--- src/rtl/approx_pkg.sv ---
// Shared types and helpers for the approximate sequential multiplier.
package approx_pkg;

  typedef enum logic [1:0] {IDLE, BUSY, DONE} state_t;

  localparam int VIOL_CNT_W = 16;

  // Keeps product columns >= trunc. Callers slice the low 2*WIDTH bits.
  function automatic logic [63:0] col_mask(input int trunc);
    logic [63:0] m;
    m = '1;
    for (int i = 0; i < 64; i++) begin
      if (i < trunc) m[i] = 1'b0;
    end
    return m;
  endfunction

endpackage

--- src/rtl/approx_err_mon.sv ---
// Error monitor: exact shadow accumulator, |exact - approx|, threshold compare
// and a saturating violation counter. Results latch on the last BUSY step.
module approx_err_mon
  import approx_pkg::*;
#(
  parameter int WIDTH = 4,
  parameter int ET    = 8,
  parameter int CNT_W = VIOL_CNT_W
) (
  input  logic                 clk,
  input  logic                 rst_n,
  input  logic                 i_clr,
  input  logic                 i_step,
  input  logic                 i_last,
  input  logic [2*WIDTH-1:0]   i_pp_exact,
  input  logic [2*WIDTH-1:0]   i_approx_next,
  output logic [2*WIDTH-1:0]   o_err_abs,
  output logic                 o_err_viol,
  output logic [CNT_W-1:0]     o_viol_cnt
);

  localparam int PW = 2 * WIDTH;

  logic [PW-1:0]    r_exact;
  logic [PW-1:0]    r_err_abs;
  logic             r_err_viol;
  logic [CNT_W-1:0] r_viol_cnt;
  logic [PW-1:0]    w_exact_next;
  logic [PW-1:0]    w_diff;
  logic             w_viol;

  assign w_exact_next = r_exact + i_pp_exact;
  assign w_diff       = (w_exact_next >= i_approx_next) ? (w_exact_next - i_approx_next)
                                                        : (i_approx_next - w_exact_next);
  assign w_viol       = 64'(w_diff) > 64'(ET);

  always_ff @(posedge clk) begin
    if (!rst_n) begin
      r_exact    <= '0;
      r_err_abs  <= '0;
      r_err_viol <= 1'b0;
      r_viol_cnt <= '0;
    end else begin
      if (i_clr) begin
        r_exact <= '0;
      end else if (i_step) begin
        r_exact <= w_exact_next;
      end
      // Final step: compare against the approximate sum landing this same edge.
      if (i_step && i_last) begin
        r_err_abs  <= w_diff;
        r_err_viol <= w_viol;
        if (w_viol && (r_viol_cnt != '1)) r_viol_cnt <= r_viol_cnt + 1'b1;
      end
    end
  end

  assign o_err_abs  = r_err_abs;
  assign o_err_viol = r_err_viol;
  assign o_viol_cnt = r_viol_cnt;

endmodule

--- src/rtl/approx_mul_seq.sv ---
// Sequential shift-add multiplier with optional low-column truncation.
// Define APPROX_MUL_ERR_MON_EN to build the exact-vs-approx error monitor.
module approx_mul_seq
  import approx_pkg::*;
#(
  parameter int WIDTH = 4,
  parameter int TRUNC = 2,
  parameter int ET    = 8
) (
  input  logic                  clk,
  input  logic                  rst_n,
  input  logic                  in_valid,
  output logic                  in_ready,
  input  logic [WIDTH-1:0]      in_a,
  input  logic [WIDTH-1:0]      in_b,
  input  logic                  approx_en,
  output logic                  out_valid,
  input  logic                  out_ready,
  output logic [2*WIDTH-1:0]    out_p,
  output logic [2*WIDTH-1:0]    err_abs,
  output logic                  err_viol,
  output logic [VIOL_CNT_W-1:0] viol_cnt
);

  localparam int              PW         = 2 * WIDTH;
  localparam int              IW         = $clog2(WIDTH + 1);
  localparam logic [63:0]     MASK_ALL   = col_mask(TRUNC);
  localparam logic [PW-1:0]   TRUNC_MASK = MASK_ALL[PW-1:0];

  state_t           r_state;
  logic             r_in_ready;
  logic             r_out_valid;
  logic             r_approx;
  logic [PW-1:0]    r_a_sh;
  logic [WIDTH-1:0] r_b_sh;
  logic [PW-1:0]    r_acc;
  logic [IW-1:0]    r_idx;

  logic             w_accept;
  logic             w_last;
  logic [PW-1:0]    w_pp_exact;
  logic [PW-1:0]    w_pp;
  logic [PW-1:0]    w_acc_next;

  // r_a_sh tracks a<<idx and r_b_sh[0] tracks b[idx], avoiding a variable shifter.
  assign w_accept   = (r_state == IDLE) && in_valid;
  assign w_last     = (r_idx == IW'(WIDTH - 1));
  assign w_pp_exact = r_b_sh[0] ? r_a_sh : '0;
  assign w_pp       = r_approx ? (w_pp_exact & TRUNC_MASK) : w_pp_exact;
  assign w_acc_next = r_acc + w_pp;

  always_ff @(posedge clk) begin
    if (!rst_n) begin
      r_state     <= IDLE;
      r_in_ready  <= 1'b1;
      r_out_valid <= 1'b0;
      r_approx    <= 1'b0;
      r_a_sh      <= '0;
      r_b_sh      <= '0;
      r_acc       <= '0;
      r_idx       <= '0;
    end else begin
      case (r_state)
        IDLE: begin
          if (w_accept) begin
            r_a_sh     <= PW'(in_a);
            r_b_sh     <= in_b;
            r_approx   <= approx_en;
            r_acc      <= '0;
            r_idx      <= '0;
            r_in_ready <= 1'b0;
            r_state    <= BUSY;
          end
        end
        BUSY: begin
          r_acc  <= w_acc_next;
          r_a_sh <= r_a_sh << 1;
          r_b_sh <= r_b_sh >> 1;
          r_idx  <= r_idx + 1'b1;
          if (w_last) r_state <= DONE;
        end
        DONE: begin
          // First DONE cycle lets the monitor result settle before out_valid rises.
          if (!r_out_valid) begin
            r_out_valid <= 1'b1;
          end else if (out_ready) begin
            r_out_valid <= 1'b0;
            r_in_ready  <= 1'b1;
            r_state     <= IDLE;
          end
        end
        default: r_state <= IDLE;
      endcase
    end
  end

  assign in_ready  = r_in_ready;
  assign out_valid = r_out_valid;
  assign out_p     = r_acc;

`ifdef APPROX_MUL_ERR_MON_EN
  approx_err_mon #(
    .WIDTH (WIDTH),
    .ET    (ET),
    .CNT_W (VIOL_CNT_W)
  ) u_err_mon (
    .clk           (clk),
    .rst_n         (rst_n),
    .i_clr         (w_accept),
    .i_step        (r_state == BUSY),
    .i_last        (w_last),
    .i_pp_exact    (w_pp_exact),
    .i_approx_next (w_acc_next),
    .o_err_abs     (err_abs),
    .o_err_viol    (err_viol),
    .o_viol_cnt    (viol_cnt)
  );
`else
  assign err_abs  = '0;
  assign err_viol = 1'b0;
  assign viol_cnt = '0;
`endif

endmodule
--- config.mk ---
export PLATFORM = sky130hd
export DESIGN_NAME = approx_mul_seq
export DESIGN_NICKNAME = d
export VERILOG_FILES = /design/src/rtl/approx_pkg.sv /design/src/rtl/approx_err_mon.sv /design/src/rtl/approx_mul_seq.sv
export SDC_FILE = /design/constraint.sdc
export NUM_CORES = 1
export LEC_CHECK = 0
export CORE_MARGIN = 2
export CORE_UTILIZATION = 45
export CTS_BUF_LIST = sky130_fd_sc_hd__clkbuf_4 sky130_fd_sc_hd__clkbuf_8
export DETAILED_ROUTE_END_ITERATION = 8
export GPL_TIMING_DRIVEN = 1
export PLACE_DENSITY = 0.76
export SYNTH_ARGS = -nofsm -noshare
export SYNTH_HDL_FRONTEND = slang
export SYNTH_SLANG_ARGS = --single-unit
--- constraint.sdc ---
create_clock -name clk -period 2.25 [get_ports clk]
set_input_delay 0.5625 -clock clk [delete_from_list [all_inputs] [get_ports clk]]
set_output_delay 0.5625 -clock clk [all_outputs]
set_load 0.01 [all_outputs]
* Word level (Yosys, flattened, before mapping)
Index checks and enable logic that the tools add are counted.
** Storage, ports and cells
- Memories kept :: 0
- Bits in latches :: 0
- Word-level logic and storage cells :: 46
- Flip-flop bits (word level) :: 28
- ROM bits :: 0
- RAM bits :: 0
- Input bits :: 13
- Output and inout bits :: 35
** Operators by class
- Magnitude comparators :: 0
- Div/mod/pow operators :: 0
- $mul :: 0
- Bitwise gates (word level) :: 0
- Equality and inequality tests :: 7
- Shift operators :: 0
- Mux-type cells :: 21
- Reductions and logical operators :: 8
- Add/subtract/negate cells :: 2
** Operators with widths (number)
- case mux 8 bit (2 select lines) :: 2
- 2-to-1 mux 8 bit :: 3
- 2-to-1 mux 2 bit :: 5
- adder 8 bit :: 1
- != test 2 bit, second input constant :: 4
- case mux 4 bit (2 select lines) :: 1
- AND reduction 4 bit :: 2
- case mux 2 bit (3 select lines) :: 1
- case mux 3 bit (2 select lines) :: 1
- 2-to-1 mux 1 bit :: 5
- 2-to-1 mux 4 bit :: 1
- AND reduction 2 bit :: 2
- nonzero test 2 bit :: 2
- adder 3 x 1 -> 3 bit, second input constant :: 1
- == test 3 x 2 -> 1 bit, second input constant :: 1
- 2-to-1 mux 3 bit :: 1
- == test 2 x 1 -> 1 bit, second input constant :: 1
- == test 2 bit, second input constant :: 1
- zero test 2 bit :: 1
- case mux 1 bit (2 select lines) :: 1
- logical AND 1 bit :: 1

* Longest topological paths before layout
Gate-level depths: netlist (run 1).
- Word-level depth :: 4
- Gate-level depth with buffers :: 9
- Depth with buffers taken out :: 8

* Least setup slack after synthesis (run 1)
No wires, ideal clock.
- Path type :: register to register
- Start :: register r_b_sh[0]
- End :: register r_acc[6], in the netlist out_p[6]
- Data required time :: 2.128 ns
- Arrival :: 1.934 ns
- Stages on the path, launching flop included :: 10
- Library setup time :: 0.122 ns
- Buffers on the path :: 1
- Path slack :: 0.194 ns
- Clock period less this slack :: 2.056 ns
- Cell sequence :: dfxtp_1 clkbuf_1 and3b_1 ha_1 fa_1 a21o_1 a21oi_1 o211ai_1 xnor2_1 o21ai_0
** On the way
- Cells in the longest elaborated chain, start to end :: 4
** RTL lines
- start: declaration :: line approx_mul_seq.sv:35 : logic [WIDTH-1:0] r_b_sh;
- start signal: assignment :: line approx_mul_seq.sv:67 : r_b_sh <= in_b;
- start signal: assignment :: line approx_mul_seq.sv:78 : r_b_sh <= r_b_sh >> 1;
- 2-to-1 mux 8 bit (*) :: line approx_mul_seq.sv:48 : assign w_pp_exact = r_b_sh[0] ? r_a_sh : '0;
- 2-to-1 mux 2 bit :: line approx_mul_seq.sv:49 : assign w_pp = r_approx ? (w_pp_exact & TRUNC_MASK) : w_pp_exact;
- adder 8 bit (*) :: line approx_mul_seq.sv:50 : assign w_acc_next = r_acc + w_pp;
- case mux 8 bit (2 select lines) (*) :: line approx_mul_seq.sv:63 : case (r_state)
- end signal: assignment :: line approx_mul_seq.sv:76 : r_acc <= w_acc_next;
- end: declaration :: line approx_mul_seq.sv:36 : logic [PW-1:0] r_acc;
Every way passes the cells marked *; elsewhere a longest branch is shown, timed or not.
A chain may end at the register's enable or synchronous reset.

* Final worst setup path (run 1)
- Start :: register r_approx
- End :: register r_acc[6], in the netlist out_p[6]
** On the way
- Cells in the longest elaborated chain, start to end :: 3
** RTL lines
- start: declaration :: line approx_mul_seq.sv:33 : logic r_approx;
- start signal: assignment :: line approx_mul_seq.sv:68 : r_approx <= approx_en;
- 2-to-1 mux 2 bit :: line approx_mul_seq.sv:49
- adder 8 bit :: line approx_mul_seq.sv:50
- case mux 8 bit (2 select lines) :: line approx_mul_seq.sv:63
Every way passes these cells.

==> out/results.ini, run 1 <==
[placed_design]
hpwlAfterDp_um=2160
gp_congestion=0.808
io_buffers=22
placed_cell_area_mm2=0.00189
dp_cells=258

[pwr]
p_int_mw=0.746
power_leakage_nw=0.891
netSwitchingPower_mw=0.253
swShare=0.253
comb_power_share=0.157
power_density_mw_per_mm2=513
peakVddDrop_mv=0.287
seqPwrFrac=0.533
clock_power_share=0.309

[job]
drv_cap=0

[timing]
fin_crit_sh=0.922
finalSetupTns_ps=0
rsz0062_at_grt=false
skew_ps=3.69
slew-limit-headroom=0.645
drv_slew=0
hold_violations=0
timing.final.crit_period_ps=2070
worst_slew_pin_slew_ps=533
finalSetupViolCount=0
max_freq_mhz=482

[drt]
drtAntennaViolNets=0
wire_per_inst_um=11.1
drc=0
drt_wl_total_um=2920
drt_iter0_markers=37
via_count=1296
routed_via_density=4.95
drtPass1Iterations=4

[worst_hold_path]
min_path_type=flop to flop
hold_depth=1
hold_start=r_b_sh[2]$_SDFFE_PN0P_
min_to=r_b_sh[2]$_SDFFE_PN0P_

[grt]
antenna_found_initial=0
met3_usage=0.0204
overflow=0
use_met2=0.234
grt_usage=0.143
gr-usage-met1=0.197
grt_pass1_vias=1128
gr-max-usage-layer=met2
grt_max_degree=23
grt_pass1_wl_um=5020

[logic_synthesis]
async_flop_share=0
synthFlopType=dfxtp_1
yosys_warnings=0
synth_edf_count=0
synth_area_leader_cell=dfxtp_1
yosysSeqAreaShare=0.323
avgSynthCellArea_um2=8.91
ys_ff_latch=28
ys_types=37
synthTopCellsByArea=dfxtp_1 32%, buf_4 12%, ha_1 6.5%
postSynthCellCount=195
synth_area_mm2=0.00174
synth_top_area_share=0.323

[clocking]
clock-root-buffer=clkbuf_8
cts_buffers=3
cts_max_level=1
cts_setup_buffers=0
clk_pin_slew_worst_paths_ps=90
cts.sink_count=28
cts_tree=done
cts_buffer_depth=2
clk_latency_ps=270

[final_layout]
area_delta_synth_final_pct=12.2
diodes=0
nFillCells=330
fin_cells=262
drive_gt1_frac=0.0514
final_area_mm2=0.00195
nNetsFinal=238

[worst_setup_path]
rr_startpoint=r_approx$_SDFFE_PN0P_
critPathMaxFanout=3
end_kind=flop
required_ps=2420
start_kind=flop
reg2reg_slack_ps=180
worst-r2r-cell-count=8
r2r-end=out_p[6]$_SDFFE_PN0P_
cp.arrival_ps=2240
critPathKind=flop to flop

[floorplanning]
io_pins=48
die_h_um=66.1
die_w_um=66.1
die_area_mm2=0.00437
rows=22
core_mm2=0.00369
start_util=0.471

[status]
outcome=finished, final reports clean

==> through the flow <==
| step | setup slack, ps | total power, mW | hold slack [ps] | util |
|---|---|---|---|---|
| 2_1_floorplan | 194 | 0.690 | 472 | - |
| 3_3_place_gp | 242 | 0.700 | 483 | 0.512 |
| 3_5_place_dp | 144 | 0.702 | 488 | 0.512 |
| 4_1_cts | 122 | 1.02 | 511 | 0.527 |
| 5_1_grt | 57.8 | 1.06 | 528 | 0.528 |
| 6_report | 175 | 0.999 | 505 | 0.528 |
==> worst max-delay path, cell delays in order (launching register included) <==
cell	delay, ps
dfxtp_1	360
and3b_1	190
ha_1	220
fa_1	420
a21o_1	190
a21oi_2	170
o211ai_1	140
xnor2_1	170
o21ai_0	100
==> synth_stat cells (3+ instances only) <==
library cell / n
dfxtp_1: 28
buf_4: 27
nor2b_1: 16
nand2_1: 14
a22oi_1: 12
a21oi_1: 9
ha_1: 9
mux2i_1: 8
o211a_1: 8
nand3_1: 7
and2_1: 5
nor2_1: 5
o21ai_0: 5
clkbuf_1: 4
and3b_1: 3
inv_1: 3
nand2b_1: 3
o211ai_1: 3
==> area by class of cell <==
cell class | count | area, µm² | area share
Clock buffer | 4 | 55.1 | 0.0283
Inverter | 3 | 11.3 | 0.00578
Multi-Input combinational cell | 152 | 1000 | 0.515
Sequential cell | 28 | 561 | 0.288
Tap cell | 48 | 60.1 | 0.0308
Timing Repair Buffer | 27 | 258 | 0.132
==> cell families (layout without fill, tap and decap cells) <==
kind of cell	count (synthesis)	in the layout	synth area share
mux	8	8	0.0461
buf+inv	39	34	0.153
compound gates	42	42	0.176
other cells	1	25	0.00216
xor+xnor	3	3	0.0151
fa+ha+maj	10	10	0.0764
flops	28	28	0.323
simple gates	64	64	0.208
==> power groups by stage <==
stage | Sequential (mW) | Combinational (mW) | Clock, mW
finish | 0.533 | 0.157 | 0.309
global route | 0.537 | 0.177 | 0.349
CTS | 0.533 | 0.158 | 0.325
detailed placement | 0.545 | 0.157 | 0
global placement | 0.544 | 0.156 | 0
floorplan | 0.540 | 0.150 | 0
==> registers in the layout, indices dropped and copies added, names as in the netlist <==
signal and count:
r_state 2, r_a_sh 8, out_valid 1, in_ready 1, out_p 8, r_approx 1, r_b_sh 4, r_idx 3
==> how the worst max path moves through the flow <==
stage                            from  slack, ps                    end  cells after the start
2_1_floorplan  r_b_sh[0]$_SDFFE_PN0P_        190  out_p[6]$_SDFFE_PN0P_                      9
3_3_place_gp                 in_valid        240  out_p[4]$_SDFFE_PN0P_                      5
3_5_place_dp    r_approx$_SDFFE_PN0P_        140  out_p[6]$_SDFFE_PN0P_                      8
4_1_cts         r_approx$_SDFFE_PN0P_        120  out_p[6]$_SDFFE_PN0P_                      8
5_1_grt         r_approx$_SDFFE_PN0P_         60  out_p[6]$_SDFFE_PN0P_                      8
6_report        r_approx$_SDFFE_PN0P_        180  out_p[6]$_SDFFE_PN0P_                      8
==> metal layers <==
layer / vias to the layer above / wire (µm)
met1: 590 / 1420
met4: 0 / 15
li1: 671 / -
met5: - / 0
met2: 33 / 1360
met3: 2 / 116
==> repair_timing <==
| item | CTS | global route |
|---|---|---|
| hold buffers | 0 | 0 |
| resized for setup | 0 | 1 |
| setup endpoints to repair | 0 | 1 |
==> cells in the final DEF, fill, tap and decap left out <==
cell / count
a21oi_1: 8
a21oi_2: 1
or2_1: 1
mux2i_1: 8
nor2_1: 5
xnor2_1: 2
xor2_1: 1
inv_1: 3
nand4b_1: 1
o21bai_1: 1
a22oi_1: 12
a211oi_1: 1
and2_1: 5
o211ai_1: 3
conb_1: 25
nand2b_1: 3
ha_1: 9
nand3b_1: 2
buf_4: 5
a211oi_2: 1
or2b_1: 1
clkbuf_8: 4
and3_1: 1
and2b_1: 2
fa_1: 1
nor3b_1: 1
dfxtp_1: 28
and3b_1: 3
clkdlybuf4s50_1: 22
a21o_1: 2
o211a_1: 8
nand2_1: 14
nor2b_1: 16
nand3_1: 7
nand4_1: 2
o21ai_0: 5
(Power assumes the default switching activity.)
==> run 2, diff against run 1 <==
==> constraint.sdc (replaced) <==
create_clock -name clk -period 2.1 [get_ports clk]
set_input_delay 0.525 -clock clk [delete_from_list [all_inputs] [get_ports clk]]
set_output_delay 0.525 -clock clk [all_outputs]
set_load 0.01 [all_outputs]
==> run 2 against run 1 <==
Compared with the run above:
- global-route usage grew 0.20 points
- clock power is 9.7% lower
- worst setup slack got worse by 74 ps
- sequential power up 7.1%
- flip-flop and latch count did not move
- highest routed layer unchanged
==> out/results.ini, run 2 (same netlist as run 1, synthesis figures left out) <==
[status]
outcome=finished, final reports clean

[worst_setup_path]
start_kind=flop
path_cells=and3b_1, ha_1, fa_2, a21o_1, a21oi_2, o211ai_1, xnor2_1, o21ai_0
end_kind=flop
rr_startpoint=r_approx$_SDFFE_PN0P_
required_ps=2300
crit_path_max_incr_delay_ps=370
critPathKind=flop to flop
cpMaxStageDelayCell=fa_2
cp_top_family=compound AO/OA/AOI/OAI gates
critPathMaxFanout=3
worst-path-buf-inv=0
cp.arrival_ps=2200
crit_start=r_approx$_SDFFE_PN0P_

[floorplanning]
die_w_um=66.1
die_h_um=66.1
core_mm2=0.00369
io_pins=48
rows=22
die_area_mm2=0.00437
start_util=0.471

[placed_design]
hpwlAfterDp_um=2200
io_buffers=22
pre_cts_ws_ps=49.8
gp_congestion=0.787

[drt]
drtAntennaViolNets=0
drt_wl_total_um=3050
drt_iter0_markers=16
drc=0
drtPass1Iterations=4
via_count=1318
wire_per_inst_um=11.6
routed_via_density=5.01

[pwr]
power_leakage_nw=0.895
clock_power_share=0.271
seqPwrFrac=0.555
swShare=0.255
netSwitchingPower_mw=0.263
p_int_mw=0.767
power_density_mw_per_mm2=524
comb_power_share=0.174
peakVddDrop_mv=0.415

[timing]
timing.final.crit_period_ps=2000
max_freq_mhz=500
finalSetupTns_ps=0
hold_violations=0
slew-limit-headroom=0.602
drv_slew=0
rsz0062_at_grt=false
skew_ps=2.84
whs_ps=496
worst_slew_pin_slew_ps=596
finalSetupViolCount=0
fin_ws_ps=101
fin_crit_sh=0.952

[grt]
grt_max_degree=25
overflow=0
grt_usage=0.145
antenna_found_initial=0
grt_pass1_wl_um=5150
grt_pass1_vias=1192

[clocking]
hold_buffers=0
cts_buffer_depth=2
cts_buffers=3
cts_tree=done
clk_latency_ps=260
clock-root-buffer=clkbuf_8
cts.sink_count=28
cts_setup_buffers=0
clk_pin_slew_worst_paths_ps=90
cts_max_level=1

[final_layout]
post-route-util=0.533
diodes=0
drive_gt1_frac=0.0605
nNetsFinal=240
layout_commonest_cell=dfxtp_1
final_cell_mix=28 x dfxtp_1, 25 x conb_1, 22 x clkdlybuf4s50_1
multi_input_area_mm2=0.00101
nFillCells=359
area_delta_synth_final_pct=13.1
regArea_um2=561

[job]
drv_cap=0

[worst_hold_path]
hold_start=out_p[6]$_SDFFE_PN0P_
min_path_type=flop to flop

run 2: tightest hold or removal path: stages, from the launching register on:
cell	delay, ps
dfxtp_1	330
nand3_1	60
o21ai_0	60
run 2: final timing paths:
check	end	slack (ps)	depth (start not counted)
setup / recovery	out_p[6]$_SDFFE_PN0P_	100	8
hold / removal	out_p[6]$_SDFFE_PN0P_	500	2
setup reg to reg	out_p[6]$_SDFFE_PN0P_	100	8
hold reg to reg	out_p[6]$_SDFFE_PN0P_	500	2
run 2: final cells by class:
class	count	share of cell area
clock buffer	3	0.0210
inverter	3	0.00573
multi-input combinational	152	0.512
sequential	28	0.285
tap	48	0.0306
timing repair buffer	29	0.145
run 2: power by group through the flow:
stage | Clock [mW] | Combinational (mW) | Sequential, mW
after global placement | 0 | 0.177 | 0.582
after global routing | 0.315 | 0.203 | 0.575
after CTS | 0.294 | 0.179 | 0.571
final | 0.279 | 0.179 | 0.571
after floorplan | 0 | 0.160 | 0.579
after detailed placement | 0 | 0.178 | 0.583
run 2: what timing repair did:
item                       4_1_cts  5_1_grt
gates resized for setup          0        2
hold endpoints to repair         0        0
setup endpoints to repair        0        2
run 2: stage by stage:
step	cells	total power, mW	area (µm²)
2_1_floorplan	219	0.739	1830
3_3_place_gp	260	0.759	1920
3_5_place_dp	260	0.762	1920
4_1_cts	263	1.04	1960
5_1_grt	263	1.09	1960
6_report	263	1.03	1960
run 2: layer usage:
metal | routed length [µm] | global-route usage | share of wire | vias to the layer above
met5 | 0 | 0 | 0 | -
met4 | 34 | 0.0383 | 0.011 | 0
met3 | 150 | 0.0256 | 0.049 | 4
met2 | 1500 | 0.250 | 0.49 | 40
met1 | 1370 | 0.186 | 0.45 | 602
li1 | - | - | - | 672
